===== src/rtl/interrupt_controller_pkg.sv =====
// Shared types and constants for the interrupt sequencer: state encoding,
// default vector layout and the maximum number of sources.
package interrupt_controller_pkg;

  typedef enum logic [1:0] {
    IDLE     = 2'd0,
    DISPATCH = 2'd1,
    SERVICE  = 2'd2
  } state_t;

  localparam logic [7:0] DEF_VECTOR_BASE   = 8'hF0;
  localparam int         DEF_VECTOR_STRIDE = 4;
  localparam int         NUM_SRC_MAX       = 8;

  function automatic int idx_width(input int width);
    return (width > 1) ? $clog2(width) : 1;
  endfunction

endpackage


===== src/rtl/interrupt_controller_priority_encoder.sv =====
// Fixed-priority encoder: reports the lowest set bit of i_eligible.
// Purely combinational and width-parameterised so other arbiters can reuse it.
module interrupt_controller_priority_encoder
  import interrupt_controller_pkg::*;
#(
  parameter int WIDTH = 4,
  parameter int IDX_W = idx_width(WIDTH)
) (
  input  logic [WIDTH-1:0] i_eligible,
  output logic [IDX_W-1:0] o_idx,
  output logic             o_valid
);

  always_comb begin
    o_idx   = '0;
    o_valid = |i_eligible;
    // Scan downwards so the lowest index is the last (winning) assignment.
    for (int i = WIDTH - 1; i >= 0; i--) begin
      if (i_eligible[i]) o_idx = IDX_W'(i);
    end
  end

endmodule


===== src/rtl/interrupt_controller.sv =====
// Prioritised interrupt sequencer: latches requests, masks them, and injects a
// vector call at an instruction boundary. Define INTERRUPT_LEVEL_TRIGGER_EN for level-sensitive requests.
module interrupt_controller
  import interrupt_controller_pkg::*;
#(
  parameter int         NUM_SRC       = 4,
  parameter logic [7:0] VECTOR_BASE   = DEF_VECTOR_BASE,
  parameter int         VECTOR_STRIDE = DEF_VECTOR_STRIDE
) (
  input  logic               clk,
  input  logic               rst_n,
  input  logic [NUM_SRC-1:0] irq_src,
  input  logic               mask_w_enable,
  input  logic [NUM_SRC-1:0] mask_w_data,
  input  logic               cpu_ready,
  input  logic [7:0]         rom_pc,
  input  logic               clear_status,
  output logic               int_jump_enable,
  output logic [7:0]         int_jump_data,
  output logic               int_push_enable,
  output logic [7:0]         int_push_data,
  output logic               int_inhibit,
  output logic               int_active,
  output logic [NUM_SRC-1:0] int_status,
  output logic [NUM_SRC-1:0] pending
);

  localparam int IDX_W = idx_width(NUM_SRC);

  state_t             r_state;
  logic [IDX_W-1:0]   r_sel_idx;
  logic [7:0]         r_ret_pc;
  logic [NUM_SRC-1:0] r_mask;
  logic [NUM_SRC-1:0] r_int_status;

  logic [NUM_SRC-1:0] w_pending;
  logic [NUM_SRC-1:0] w_eligible;
  logic [NUM_SRC-1:0] w_sel_onehot;
  logic [IDX_W-1:0]   w_idx;
  logic               w_valid;
  logic               w_dispatch;
  logic [7:0]         w_vector;

  assign w_sel_onehot = NUM_SRC'(1) << r_sel_idx;
  assign w_dispatch   = (r_state == DISPATCH);

`ifdef INTERRUPT_LEVEL_TRIGGER_EN
  assign w_pending = irq_src;
`else
  logic [NUM_SRC-1:0] r_prev_src;
  logic [NUM_SRC-1:0] r_pending;
  logic [NUM_SRC-1:0] w_clear;

  assign w_clear = w_dispatch ? w_sel_onehot : '0;

  // A new rising edge on the same bit as the dispatch clear keeps it set.
  always_ff @(posedge clk or negedge rst_n) begin
    if (!rst_n) begin
      r_prev_src <= '0;
      r_pending  <= '0;
    end else begin
      r_prev_src <= irq_src;
      r_pending  <= (r_pending & ~w_clear) | (irq_src & ~r_prev_src);
    end
  end

  assign w_pending = r_pending;
`endif

  assign w_eligible = w_pending & r_mask;

  interrupt_controller_priority_encoder #(
    .WIDTH (NUM_SRC),
    .IDX_W (IDX_W)
  ) u_prio (
    .i_eligible (w_eligible),
    .o_idx      (w_idx),
    .o_valid    (w_valid)
  );

  always_ff @(posedge clk or negedge rst_n) begin
    if (!rst_n) begin
      r_mask <= '0;
    end else if (mask_w_enable) begin
      r_mask <= mask_w_data;
    end
  end

  always_ff @(posedge clk or negedge rst_n) begin
    if (!rst_n) begin
      r_state      <= IDLE;
      r_sel_idx    <= '0;
      r_ret_pc     <= '0;
      r_int_status <= '0;
    end else begin
      case (r_state)
        IDLE: begin
          if (w_valid && cpu_ready) begin
            r_sel_idx <= w_idx;
            r_ret_pc  <= rom_pc;
            r_state   <= DISPATCH;
          end
        end
        DISPATCH: begin
          r_int_status <= w_sel_onehot;
          r_state      <= SERVICE;
        end
        SERVICE: begin
          if (clear_status) begin
            r_int_status <= '0;
            r_state      <= IDLE;
          end
        end
        default: r_state <= IDLE;
      endcase
    end
  end

  // The fetched instruction is inhibited, so rom_pc itself is the return address.
  assign w_vector        = VECTOR_BASE + 8'(r_sel_idx) * 8'(VECTOR_STRIDE);
  assign int_jump_enable = w_dispatch;
  assign int_jump_data   = w_dispatch ? w_vector : 8'h00;
  assign int_push_enable = w_dispatch;
  assign int_push_data   = w_dispatch ? r_ret_pc : 8'h00;
  assign int_inhibit     = w_dispatch;
  assign int_active      = (r_state == SERVICE);
  assign int_status      = r_int_status;
  assign pending         = w_pending;

endmodule


===== config.mk =====
export PLATFORM = sky130hd
export DESIGN_NAME = interrupt_controller
export DESIGN_NICKNAME = d
export VERILOG_FILES = /design/src/rtl/interrupt_controller_pkg.sv /design/src/rtl/interrupt_controller_priority_encoder.sv /design/src/rtl/interrupt_controller.sv
export SDC_FILE = /design/constraint.sdc
export NUM_CORES = 1
export LEC_CHECK = 0
export CAP_MARGIN = 10
export CORE_MARGIN = 2
export CORE_UTILIZATION = 30
export DETAILED_ROUTE_END_ITERATION = 12
export HOLD_SLACK_MARGIN = 0.15
export SLEW_MARGIN = 25
export SYNTH_ARGS = -nofsm -noshare
export SYNTH_HDL_FRONTEND = slang
export SYNTH_HIERARCHICAL = 1
export SYNTH_SLANG_ARGS = --single-unit

===== constraint.sdc =====
create_clock -name clk -period 2.3 [get_ports clk]
set_input_delay 0.23 -clock clk [delete_from_list [all_inputs] [get_ports clk]]
set_output_delay 0.23 -clock clk [all_outputs]
set_load 0.01 [all_outputs]

==> metrics <==
Worst Path Max Fanout 18; clk slew on worst S/H paths 0.10 ns; skew final 0.00719 ns; reg2reg start pending[0]; Worst Hold Class input pin to async pin; final period utilization 93.9%; CTS H-tree lvls 1; Cells after Synth 102; Clock Path Buffers 2; GRT Total Usage 10.8%; Slew Limit Fails 0; DRT Pass-1 Iters 3; largest net degree at the start of global routing 29; minimum clock period 2.16 ns; DRT iter0 DRCs 12; Worst Setup Path Type register to output pin; Congestion Overflow GR 0; Mean Syn Cell Area 12.0 um^2; Mapped Area 1220 um^2; vias per cell 4.31; clock root cell clkbuf_8; cell area after layout 1770 um^2; initial antenna violation count 0; sw power 0.000565 W; Total Nets Final 168; Die Width 67.8 um; Ys Warns 6; placer congestion estimate 0.793; die height 67.8 um; vias in the first global route 892; Core ar. 3970 um^2; final HPWL from detailed placement 1.75 mm; status finished clean; CTS Hold Bufs 0; f_max 463 MHz; Clock Latency Late Sink 0.27 ns; DP Area 1700 um^2; Via Count 845; # rows 23; Post-synth EDFFs 0; pwr dens 1090 nW/um^2; final number of setup-violating endpoints 0; Sw Share 29.4%; # port buffers 46; Critical Path Source r_state[1]; Main synth FF type dfrtp_1; CTS tree built; Setup TNS 0 ns; Crit. End Element output pin; Maximum Capacitance Violations 0; Worst setup endpoint int_push_data[4]; Clock Sinks 28; Area Overhead vs Synth 44.9%; DRC viols 0; #FFs+latches synth 28; Critical Path Stages 4; Clk pwr share 19.7%; # Post-CTS Setup Buffers 0; CP required 2.07 ns; die area 4600 um^2; CP delay by family, top buffers and inverters; Worst path max stage delay 0.53 ns; Ports 49; Worst Reg-to-Reg Cells 7; critical path launch point type register; Logic pwr share 40.6%; share of cells above drive strength 1 10.3%; reg-to-reg slack, setup 0.60 ns; Leak 0.768 nW; Final Hold Viols 0; R2R Path End r_ret_pc[2]; Pint 0.00136 W; sequential power share 39.8%; wire length per cell 11.6 um; Worst Path Buf+Inv 2; antenna-violating nets left 0; worst vdd ir 0.000354 V; Netlist cell types 21; cts repair resizes 0; Slowest-stage cell, CP clkdlybuf4s50_1; unrepaired setup endpoints after global routing no; Crit path arrival time 1.93 ns; Num CTS Buffers 3; final WL 2.27 mm; worst-path cell chain nand2b_4 -> inv_1 -> and2_1 -> clkdlybuf4s50_1; Initial Util 30.7%; first-pass GRT wire length 3.75 mm; Seq/Total Area, Yosys 57.4%; diodes inserted 0; FFs w/ async S/R, synth 100%
==> registers in the layout (all words and copies together), names as in the netlist <==
register    flops
int_status      4
r_ret_pc        8
r_sel_idx       2
r_state         2
r_mask          4
pending         4
r_prev_src      4
==> area by class of cell <==
type                    instances  area (um^2)
repair buffers                 49          483
clock inverters                 1         30.0
flip-flops and latches         28          701
fillers                       372         2200
inverters                       7         26.3
multi-input cells              58          425
clock buffers                   3         41.3
well taps                      50         62.6
==> routing by layer <==
layer | share of wire, % | routed length (um) | vias to the layer above | global-route usage (%)
met5 | 0 | 0 | - | 0
met4 | 0 | 0 | 0 | 3.00
met3 | 8.1 | 184 | 0 | 2.17
met2 | 48 | 1090 | 36 | 20.0
met1 | 44 | 998 | 394 | 12.4
li1 | - | - | 415 | -
==> synthesized netlist by cell type (all sizes together) (2+ instances only) <==
master	number	share of area, %
nor3	2	1.2
a22o	4	2.9
a21oi	5	2.4
buf	10	5.9
nand2	6	1.8
inv	7	2.2
nand2b	3	2.2
nor2	2	0.61
mux2	14	13
nand3b	2	1.2
and2	15	7.7
dfrtp	28	57
==> worst reg2reg max path: cells and delay by family, from the launching register on <==
kind | cells | cell delay [ns]
and+or+nand+nor | 5 | 0.62
DFF | 1 | 0.39
muxes | 1 | 0.34
buffers and inverters | 1 | 0.23
==> cells by family (layout without fill, tap and decap cells) <==
family | count (synthesis) | count (layout) | synth area share, %
AO/OA/AOI/OAI | 10 | 10 | 5.63
buffers and inverters | 17 | 60 | 8.09
other | 1 | 2 | 0.307
flip-flops | 28 | 28 | 57.4
AND/OR/NAND/NOR | 32 | 32 | 15.7
multiplexers | 14 | 14 | 12.9
==> metrics by stage <==
step	total power, W	instances	worst slack, ns	hold slack (ns)	util [%]
after floorplan	0.00119	103	0.812	-0.0656	-
after global placement	0.00155	192	0.472	0.463	42.8
after detailed placement	0.00157	192	0.421	0.469	42.8
after CTS	0.00195	196	0.107	0.352	44.5
after global routing	0.00206	196	0.00442	0.377	44.5
final	0.00192	196	0.141	0.343	44.5
==> worst min-delay path by stage <==
| stage | from | end | slack, ns | cells after the start |
|---|---|---|---|---|
| after floorplan | rst_n | int_status[0] | -0.07 | 0 |
| after global placement | r_ret_pc[1] | r_ret_pc[1] | 0.46 | 1 |
| after detailed placement | r_ret_pc[1] | r_ret_pc[1] | 0.47 | 1 |
| after CTS | rst_n | r_ret_pc[5] | 0.35 | 2 |
| after global routing | rst_n | r_ret_pc[5] | 0.38 | 2 |
| final | rst_n | r_state[0] | 0.34 | 2 |
==> power by group through the flow <==
stage	clock (W)	sequential, W	combinational [W]
2_1_floorplan	0	0.000770	0.000424
3_3_place_gp	0	0.000773	0.000779
3_5_place_dp	0	0.000777	0.000792
4_1_cts	0.000391	0.000768	0.000794
5_1_grt	0.000412	0.000793	0.000860
6_report	0.000378	0.000764	0.000780
==> layout by cell type, fill, tap and decap left out, types with 2 or more instances in the layout <==
cell              n
conb_1            2
nand2b_1          2
a21oi_1           4
clkbuf_8          3
mux2_2            5
nand2_1           6
mux2_1            9
nand3b_1          2
dfrtp_1          28
clkdlybuf4s50_1  46
a22o_1            4
nor2_1            2
and2_1           15
buf_4             3
inv_1             7
Power figures use the tool's default switching activity.
==> variant 1, RTL diff (same settings) <==
`NUM_SRC`: 4 -> 6.
--- a/src/rtl/interrupt_controller.sv
+++ b/src/rtl/interrupt_controller.sv
@@ -4,5 +4,5 @@
   import interrupt_controller_pkg::*;
 #(
-  parameter int         NUM_SRC       = 4,
+  parameter int         NUM_SRC       = 6,
   parameter logic [7:0] VECTOR_BASE   = DEF_VECTOR_BASE,
   parameter int         VECTOR_STRIDE = DEF_VECTOR_STRIDE
Ports: changed (resized int_status, irq_src, mask_w_data and pending); port bits go from 49 to 57. The function was not compared with the original's and may differ.
==> variant 1 against the original RTL <==
Hold slack better by 19 ps. Register-to-register slack worse by 350 ps. Sequential cell count up 9. Area after synthesis up 31%. Wire length up 58%. Total power up 23%. Die area up 29%. Non-clock buffer count up 8. Critical path depth unchanged. Utilization about the same. Design area up 29%. Setup slack better by 66 ps. Critical endpoint is now int_jump_data[2]. Highest routed layer is now met4.
==> variant 1: results (changes against the original RTL) <==
stage;metric;value;unit;change
final_layout;filler cell count;481;;+29%
power_and_ir_drop;total leakage power;0.967;nW;+26%
route;initial detailed-routing violation count;70;;+58
worst_setup_path;CP endpoint;int_jump_data[2];;
clock_tree;H-Tree Depth;2;;+1
placement;dpl ws;250;ps;-172 ps
sta;final period demand of the worst path;2090;ps;-66.0 ps
route;via count;1168;;+38%
global_route;total routing resource utilization after global routing;12.5;%;+1.8 points
route;via count normalized by instance count;4.54;;+5.4%
global_route;wire length of the first global-routing pass;5.80;mm;+55%
global_route;GR Layer Usage met2;20.5;%;+0.55 points
route;highest signal layer in the routed design;met4;;
sta;smallest hold slack;362;ps;+18.5 ps
worst_setup_path;reg2reg path depth;6;;-1
placement;half-perimeter wire length after placement;2.64;mm;+51%
logic_synthesis;average instance area after synthesis;12.2;um^2;+1.8%
logic_synthesis;proportion of synthesized chip area in sequential cells;58.0;%;+0.62 points
power_and_ir_drop;Int Power;1.61;mW;+18%
worst_setup_path;Arrival @ worst endpoint;1860;ps;-70 ps
worst_setup_path;Crit Reg-Reg Endpoint;r_ret_pc[6]$_DFFE_PN0P_;;
route;length of routed wiring on met1;1.54;mm;+55%
logic_synthesis;top cell types by occurrence after synthesis;dfrtp_1, mux2_2, and2_1, inv_1, buf_4;;
placement;dpl cells;246;;+28%
logic_synthesis;complex-gate fraction of the synthesized area;7.92;%;+2.3 points
logic_synthesis;largest cells by area after synthesis;dfrtp_1, mux2_2, and2_1;;
worst_setup_path;worst flop-to-flop path startpoint;pending[1]$_DFF_PN0_;;
logic_synthesis;proportion of synthesized area in mux cells;12.0;%;-0.92 points
clock_tree;clock transition at the registers of the reported paths;70;ps;-30 ps
clock_tree;number of buffers inserted during clock tree synthesis;5;;+2
run_status;outcome;finished clean;;
sta;Max Clock Skew;5.51;ps;-1.67 ps
final_layout;Post-layout nets;211;;+26%
final_layout;fraction of final layout cells sized beyond drive strength 1;18.2;%;+7.9 points
global_route;Global Route met1 Usage;15.3;%;+2.9 points
placement;instance area at placement;2160;um^2;+27%
worst_setup_path;crit-path max FO;7;;-11
power_and_ir_drop;Peak supply drop;0.523;mV;+48%
route;routed wl met2;1.75;mm;+61%
route;drt pass-1 iters;4;;+1
route;routed wirelength normalized by instance count;14.0;um;+21%
placement;number of port buffers;54;;+17%
logic_synthesis;number of different library cells in the post-synthesis netlist;31;;+48%
[variant 1: worst max-delay path, stage by stage (launching register included)]
cell             delay (ps)
dfrtp_1                 460
nand2b_2                280
clkinvlp_4              150
and2_1                  150
clkdlybuf4s50_1         540
[variant 1: power groups by stage]
| stage | logic (mW) | clock network [mW] | registers, mW |
|---|---|---|---|
| floorplan | 0.513 | 0 | 0.973 |
| global placement | 0.900 | 0 | 0.995 |
| detailed placement | 0.915 | 0 | 1.01 |
| CTS | 0.920 | 0.442 | 1.00 |
| global route | 1.01 | 0.479 | 1.03 |
| finish | 0.945 | 0.423 | 0.999 |
[variant 1: cell type report]
type                    instances  area [um^2]  area share (%)
repair inverters                1         7.51           0.330
repair buffers                 57          563            24.8
clock inverters                 2         10.0           0.440
inverters                      10         41.3            1.82
well taps                      70         87.6            3.85
flip-flops and latches         37          926            40.7
clock buffers                   6         72.6            3.19
multi-input cells              74          567            24.9
==> variant 2, RTL diff (same settings) <==
Without the edit above. `r_pending` no longer has a reset.
--- a/src/rtl/interrupt_controller.sv
+++ b/src/rtl/interrupt_controller.sv
@@ -58,9 +58,11 @@
     if (!rst_n) begin
       r_prev_src <= '0;
-      r_pending  <= '0;
     end else begin
       r_prev_src <= irq_src;
-      r_pending  <= (r_pending & ~w_clear) | (irq_src & ~r_prev_src);
     end
+  end
+
+  always_ff @(posedge clk) begin
+    r_pending <= (r_pending & ~w_clear) | (irq_src & ~r_prev_src);
   end
 
Function: changed (Yosys sat finds a counterexample within 4 cycles, from zero or initial values and one cycle with rst_n low).
==> variant 2 against the original RTL <==
Die area down 1.5%. Area after synthesis is 1.6% lower. Wire length grew 1.1%. Setup slack better by 100 ps. Synthesized cell count is the same. Total power fell by 4.8%. Sequential cell count unchanged. Design area is 2.4% lower.
==> variant 2: results (changes against the original RTL) <==
stage;metric;value;unit;change
run_status;outcome;finished clean;;
worst_setup_path;worst flop-to-flop path startpoint;pending[0]$_DFF_P_;;
power_and_ir_drop;total leakage power;0.743;nW;-3.3%
placement;routability congestion estimate from global placement;0.860;;+8.4%
global_route;maximum number of pins on one net before global-route repair;25;;-14%
power_and_ir_drop;overall power consumption;1.83;mW;-4.8%
sta;Max Clock Skew;3.55;ps;-3.64 ps
worst_setup_path;Crit Reg-Reg Endpoint;r_ret_pc[0]$_DFFE_PN0P_;;
placement;dpl ws;397;ps;-24.6 ps
logic_synthesis;largest cells by area after synthesis;dfrtp_1, mux2_1, and2_1;;
final_layout;count of non-filler cells in the finished layout;193;;-1.5%
worst_setup_path;crit-path max FO;20;;+2
power_and_ir_drop;Peak supply drop;0.457;mV;+29%
logic_synthesis;proportion of synthesized chip area in sequential cells;56.7;%;-0.71 points
route;initial detailed-routing violation count;24;;+12
worst_setup_path;CP endpoint;int_jump_data[3];;
worst_setup_path;capturing element type of the critical path;output pin;;
final_layout;number of antenna diodes;0;;unchanged
route;routed wirelength normalized by instance count;11.9;um;+2.6%
worst_setup_path;Worst setup startpoint;r_state[1]$_DFFE_PN0P_;;
logic_synthesis;average instance area after synthesis;11.8;um^2;-1.6%
logic_synthesis;proportion of synthesized area in mux cells;13.1;%;+0.22 points
power_and_ir_drop;combinational logic power;0.774;mW;-0.8%
clock_tree;maximum count of clock buffers along a single path;2;;unchanged
power_and_ir_drop;Int Power;1.27;mW;-6.2%
placement;instance area at placement;1670;um^2;-1.8%
final_layout;Post-layout nets;167;;-0.60%
global_route;vias in the first global route;837;;-6.2%
route;drt pass-1 iters;4;;+1
logic_synthesis;complex-gate fraction of the synthesized area;5.73;%;+0.094 points
worst_setup_path;Slowest Stage Delay on Critical Path;480;ps;-50 ps
placement;number of port buffers;46;;unchanged
route;via count normalized by instance count;4.33;;+0.47%
global_route;total routing resource utilization after global routing;11.1;%;+0.34 points
worst_setup_path;Arrival @ worst endpoint;1830;ps;-100 ps
global_route;antenna violations before repair;0;;unchanged
logic_synthesis;top cell types by occurrence after synthesis;dfrtp_1, and2_1, buf_4, mux2_1, inv_1;;
global_route;wire length of the first global-routing pass;3.85;mm;+2.8%
final_layout;filler cell count;361;;-3.0%
clock_tree;setup repair bufs after CTS;0;;unchanged
logic_synthesis;proportion of register bits with asynchronous set or reset after synthesis;85.7;%;-14 points
sta;crit path setup slack, layout;242;ps;+100 ps
final_layout;fraction of final layout cells sized beyond drive strength 1;10.3;%;+0.071 points
logic_synthesis;number of different library cells in the post-synthesis netlist;22;;+4.8%
power_and_ir_drop;Flop pwr share;41.7;%;+1.9 points
sta;smallest hold slack;313;ps;-29.6 ps
placement;half-perimeter wire length after placement;1.80;mm;+2.8%
[variant 2: routing by layer]
layer  track usage [%]  up-vias  wire length, um
li1                  -      411                -
met1              14.8      394             1060
met2              18.7       29             1080
met3              2.83        2              146
met4              1.53        0                8
met5                 0        -                0
[variant 2: kinds of logic (layout without fill, tap and decap cells)]
kind of cell	after synthesis	after routing
and+or+nand+nor	32	32
muxes	14	14
AOI/OAI and AO/OA	10	10
buffers and inverters	17	59
other	1	2
DFF	28	28
[variant 2: worst register-to-register path, stage by stage, from the launching register on]
cell     delay (ps)
dfxtp_1         360
and2_1          190
nor2_1           70
nand2_1          80
nand2_1          60
nor3_2          250
buf_4           240
mux2_2          340
[variant 2: layout make-up]
class	count	area [um^2]	share of cell area [%]
clock buffers	4	55.1	3.19
inverters	7	30.0	1.74
multi-input cells	58	425	24.6
flip-flops and latches	28	681	39.4
well taps	48	60.1	3.48
repair buffers	48	475	27.5
